### src/rtl/riscv_lsu.sv
`default_nettype none
// ============================================================================
// riscv_lsu : RV32I load/store unit; word-aligned memory access with byte
//             enables, ready-handshake wait states, load data extension.
//             Optional macro LSU_TIMEOUT_EN enables the BUSY watchdog.
// Revision  : 1.0
// ============================================================================
module riscv_lsu #(
  parameter int unsigned TIMEOUT_CYCLES = 255
) (
  input  logic        clk_i,
  input  logic        rst_i,
  input  logic        core_req_i,
  input  logic        core_we_i,
  input  logic [2:0]  core_size_i,
  input  logic [31:0] core_addr_i,
  input  logic [31:0] core_wd_i,
  output logic [31:0] core_rd_o,
  output logic        core_stall_o,
  output logic        mem_req_o,
  output logic        mem_we_o,
  output logic [3:0]  mem_be_o,
  output logic [31:0] mem_addr_o,
  output logic [31:0] mem_wd_o,
  input  logic [31:0] mem_rd_i,
  input  logic        mem_ready_i,
  output logic        err_o
);

  typedef enum logic [1:0] {
    IDLE = 2'd0,
    BUSY = 2'd1,
    DONE = 2'd2
  } state_e;

  state_e      state_q, state_d;
  logic [1:0]  off_q, off_d;
  logic [2:0]  size_q, size_d;
  logic        we_q, we_d;
  logic [29:0] addr_q, addr_d;
  logic [31:0] wd_q, wd_d;
  logic [31:0] rd_q, rd_d;
  logic        req_c, stall_c;

`ifdef LSU_TIMEOUT_EN
  localparam int unsigned CNT_W = (TIMEOUT_CYCLES < 256) ? 8 : $clog2(TIMEOUT_CYCLES + 1);
  logic [CNT_W-1:0] cnt_q, cnt_d;
  logic             err_q, err_d;
`endif

  // In IDLE the request is taken straight from the core; afterwards the
  // latched copy keeps every mem_* output frozen until completion.
  logic        in_idle;
  logic        eff_we;
  logic [1:0]  eff_off;
  logic [2:0]  eff_size;
  logic [29:0] eff_addr;
  logic [31:0] eff_wd;

  assign in_idle  = (state_q == IDLE);
  assign eff_we   = in_idle ? core_we_i          : we_q;
  assign eff_off  = in_idle ? core_addr_i[1:0]   : off_q;
  assign eff_size = in_idle ? core_size_i        : size_q;
  assign eff_addr = in_idle ? core_addr_i[31:2]  : addr_q;
  assign eff_wd   = in_idle ? core_wd_i          : wd_q;

  function automatic logic [3:0] store_be(input logic [2:0] size, input logic [1:0] off);
    case (size[1:0])
      2'b00:   store_be = 4'b0001 << off;
      2'b01:   store_be = off[1] ? 4'b1100 : 4'b0011;
      default: store_be = 4'b1111;
    endcase
  endfunction

  function automatic logic [31:0] store_wd(input logic [2:0] size, input logic [31:0] wd);
    case (size[1:0])
      2'b00:   store_wd = {4{wd[7:0]}};
      2'b01:   store_wd = {2{wd[15:0]}};
      default: store_wd = wd;
    endcase
  endfunction

  // size[2] selects zero extension (LBU/LHU); 3, 6 and 7 fall into word.
  function automatic logic [31:0] load_ext(input logic [31:0] word, input logic [2:0] size,
                                           input logic [1:0] off);
    logic [7:0]  b;
    logic [15:0] h;
    b = word[8*off +: 8];
    h = off[1] ? word[31:16] : word[15:0];
    case (size[1:0])
      2'b00:   load_ext = size[2] ? {24'b0, b} : {{24{b[7]}}, b};
      2'b01:   load_ext = size[2] ? {16'b0, h} : {{16{h[15]}}, h};
      default: load_ext = word;
    endcase
  endfunction

  always_comb begin
    state_d = state_q;
    off_d   = off_q;
    size_d  = size_q;
    we_d    = we_q;
    addr_d  = addr_q;
    wd_d    = wd_q;
    rd_d    = rd_q;
    req_c   = 1'b0;
    stall_c = 1'b0;
`ifdef LSU_TIMEOUT_EN
    cnt_d   = '0;
    err_d   = 1'b0;
`endif
    case (state_q)
      IDLE: begin
        if (core_req_i) begin
          req_c   = 1'b1;
          stall_c = 1'b1;
          off_d   = core_addr_i[1:0];
          size_d  = core_size_i;
          we_d    = core_we_i;
          addr_d  = core_addr_i[31:2];
          wd_d    = core_wd_i;
          if (mem_ready_i) begin
            state_d = DONE;
            if (!core_we_i) rd_d = load_ext(mem_rd_i, core_size_i, core_addr_i[1:0]);
          end else begin
            state_d = BUSY;
          end
        end
      end
      BUSY: begin
        req_c   = 1'b1;
        stall_c = 1'b1;
        if (mem_ready_i) begin
          state_d = DONE;
          if (!we_q) rd_d = load_ext(mem_rd_i, size_q, off_q);
        end
`ifdef LSU_TIMEOUT_EN
        else if (cnt_q == CNT_W'(TIMEOUT_CYCLES - 1)) begin
          state_d = DONE;
          err_d   = 1'b1;
          if (!we_q) rd_d = '0;
        end else begin
          cnt_d = cnt_q + 1'b1;
        end
`endif
      end
      DONE: begin
        state_d = IDLE;
      end
      default: begin
        state_d = IDLE;
      end
    endcase
  end

  always_ff @(posedge clk_i) begin
    if (!rst_i) begin
      state_q <= IDLE;
      off_q   <= '0;
      size_q  <= '0;
      we_q    <= 1'b0;
      addr_q  <= '0;
      wd_q    <= '0;
      rd_q    <= '0;
`ifdef LSU_TIMEOUT_EN
      cnt_q   <= '0;
      err_q   <= 1'b0;
`endif
    end else begin
      state_q <= state_d;
      off_q   <= off_d;
      size_q  <= size_d;
      we_q    <= we_d;
      addr_q  <= addr_d;
      wd_q    <= wd_d;
      rd_q    <= rd_d;
`ifdef LSU_TIMEOUT_EN
      cnt_q   <= cnt_d;
      err_q   <= err_d;
`endif
    end
  end

  assign mem_req_o    = rst_i & req_c;
  assign core_stall_o = rst_i & stall_c;
  assign mem_we_o     = mem_req_o & eff_we;
  assign mem_be_o     = eff_we ? store_be(eff_size, eff_off) : 4'b1111;
  assign mem_addr_o   = {eff_addr, 2'b00};
  assign mem_wd_o     = store_wd(eff_size, eff_wd);
  assign core_rd_o    = rd_q;

`ifdef LSU_TIMEOUT_EN
  assign err_o = err_q;
`else
  // Constant 0; the term keeps TIMEOUT_CYCLES referenced when no watchdog exists.
  assign err_o = (TIMEOUT_CYCLES == 0) & 1'b0;
`endif

endmodule
`default_nettype wire

### config.mk
export PLATFORM = sky130hd
export DESIGN_NAME = riscv_lsu
export DESIGN_NICKNAME = d
export VERILOG_FILES = /design/src/rtl/riscv_lsu.sv
export SDC_FILE = /design/constraint.sdc
export NUM_CORES = 1
export LEC_CHECK = 0
export ABC_AREA = 1
export CAP_MARGIN = 0
export CORE_MARGIN = 10
export CORE_UTILIZATION = 35
export CTS_CLUSTER_DIAMETER = 50
export DETAILED_ROUTE_END_ITERATION = 10
export GPL_TIMING_DRIVEN = 0
export HOLD_SLACK_MARGIN = 0.03
export PLACE_DENSITY = 0.74
export SETUP_SLACK_MARGIN = 0.5
export SLEW_MARGIN = 40
export SYNTH_ARGS = -nofsm -noshare
export SYNTH_HDL_FRONTEND = slang
export SYNTH_SLANG_ARGS = --single-unit
### constraint.sdc
create_clock -name clk_i -period 2.4 [get_ports clk_i]
set_input_delay 0.24 -clock clk_i [delete_from_list [all_inputs] [get_ports clk_i]]
set_output_delay 0.24 -clock clk_i [all_outputs]
set_load 0.02 [all_outputs]
==> metrics <==
status completed; hpwl dp 19,900 µm; CTS Buf Count 9; final RePlAce weighted congestion 0.987; mux share of post-synthesis cell area 0.159%; Max-Cap Viols 0; number of clock sinks 102; chip height 154 µm; WP data arrival 1990 ps; Sw Share 37.4%; DRC Markers 0; sequential share of power 33.1%; gr usage total 21.3%; largest family of logic cells by synthesized area simple AND/OR/NAND/NOR gates; largest net degree at the start of global routing 19; clock-pin slew on the worst setup and hold paths 80 ps; most frequent cells in the layout nand2_1 (200), clkdlybuf4s50_1 (134), o21ai_0 (133); RSZ-0062 raised after global routing true; clock skew 11.4 ps; die area 23,800 µm²; Final setup viols 0; Clock power frac 25.8%; DR iter-0 viols 746; clk_lat worst skew 360 ps; part of the cycle the worst path needs 92.8%; Worst Hold Margin 381 ps; initial antenna violation count 2; post-synthesis compound-gate area fraction 27.5%; fraction of layout instances using a drive strength above 1 22.8%; crit path kind flop to primary output; Slew Limit Fails 0; vias in the first global route 7,469; drt pass-1 iters 6; Die X-Extent 154 µm; Clk Tree Root Cell clkbuf_16; Worst Hold Class primary input to flop; Final Hold Violating Endpoints 0; worst vdd ir 0.360 mV; Startpoint Class flop; leakage power 0.00424 µW; pre-CTS WS -159 ps; DRT antenna net count 0; relative slew slack 46.7%; net count reported at finish 1,360; TritonCTS clock tree built; Tmin final 2230 ps; crit path max fanout 6; first-pass GRT wire length 41,400 µm; Logic pwr share 41.0%; endpoint type of the worst setup path primary output; site row count 49; post-synthesis cell type count 32; Max Clock Freq 0.449 GHz; I/O pins 208; PnR worst setup slack 173 ps; internal power 3580 µW; post-synthesis instance area 6310 µm²; vias per inst 5.38; adder-cell share of the synthesized area 0%; hold_buf cts 0; DR WL/cell 18.4 µm; Worst Tran Pin Value 800 ps; number of synthesized register bits 102; WL final 27,500 µm; Initial Util 35.4%; Clock Path Buffers 2; CP Data Required Time 2160 ps; Core Area 17,800 µm²; H-tree depth 3; Power Density 581 nW/µm²; DR vias 8,024; Cells after Synth 1,008; grt ovf 0; PortBufs 203; yosys warns 0; Area Growth Syn to Fin 55.8%; Avg Inst Size Synth 6.26 µm²; sequential area share after synthesis 32.3%; Simple-Gate Fraction of Synth Area 27.5%; most common cell after layout, fill and taps aside nand2_1; xor/xnor cell area share of the yosys netlist 0%; Sw Pwr 2140 µW
## stage by stage
step	util [%]	power, µW	TNS, ps	std cells	cell area (µm²)
after floorplan	-	3010	0	1010	6320
after global placement	48.4	3880	-839	1442	8640
after detailed placement	48.4	3900	-709	1442	8640
after CTS	51.9	5500	0	1482	9270
after global routing	55.1	5990	0	1491	9840
final	55.2	5720	0	1492	9840
## cell usage after synthesis, drive strengths merged
library cell	number	area (µm²)
nand2	238	926
o21ai	190	955
a21oi	118	606
dfxtp	102	2040
inv	94	353
nor2	88	372
nand3	49	280
buf	43	288
clkbuf	37	139
nand4	18	113
a211oi	10	75.1
o221ai	8	70.1
a31oi	5	31.3
nor3	5	47.5
clkinv	1	5.00
conb	1	3.75
mux2i	1	10.0
## path summary, 6_finish.rpt
path                        from       endpoint  slack (ps)  cells past startpoint
hold / removal    core_size_i[1]   core_rd_o[8]         380                      7
setup / recovery      state_q[1]   mem_wd_o[10]         170                      8
setup reg to reg       size_q[1]  core_rd_o[29]         610                     11
hold reg to reg        addr_q[2]      addr_q[2]         450                      2
## repair_timing
action | 4_1_cts | 5_1_grt
resized for setup | 503 | 148
gates cloned | 6 | 4
buffers inserted | 18 | 4
pin swaps | 7 | 9
endpoints found under the setup margin | 69 | 79
## critical path, cell delays in order (launching register included)
cell and delay (ps):
dfxtp_4 360, nor2_4 210, buf_8 190, nand2_4 60, o21ai_4 120, nor2_4 100, buf_6 140, o21ai_0 230
buf_2 220
## final cells by class
cell class              count  area [µm²]
fillers                  1693        8000
multi-input cells         733        3950
repair buffers            235        2310
flip-flops and latches    102        2050
plain buffers              80         589
inverters                  95         360
well taps                 229         287
clock buffers              10         239
clock inverters             6        51.3
diodes                      2        5.00
## cell families after synthesis
family                 Yosys count
muxes                            1
buffers and inverters          175
and+or+nand+nor                398
DFF                            102
AOI/OAI and AO/OA              331
other                            1
## registers in the layout (all words and copies together), names as in the netlist
| name | cells |
|---|---|
| addr_q | 30 |
| core_rd_o | 32 |
| off_q | 2 |
| size_q | 3 |
| state_q | 2 |
| wd_q | 32 |
| we_q | 1 |
## per-layer routing
layer / part of all wire (%) / track usage [%] / vias up / wire length (µm)
met4: 3.4 / 7.74 / 0 / 947
met3: 9.1 / 5.24 / 69 / 2500
met2: 47 / 34.9 / 396 / 12900
met5: 0 / 0 / - / 0
met1: 41 / 26.3 / 3712 / 11100
li1: - / - / 3847 / -
## power groups by stage
stage	combinational [µW]	sequential, µW	clock [µW]
floorplan	1040	1970	0
global placement	1950	1930	0
detailed placement	1970	1930	0
CTS	2100	1890	1510
global route	2520	1910	1570
finish	2350	1900	1480
Power figures use the tool's default switching activity.
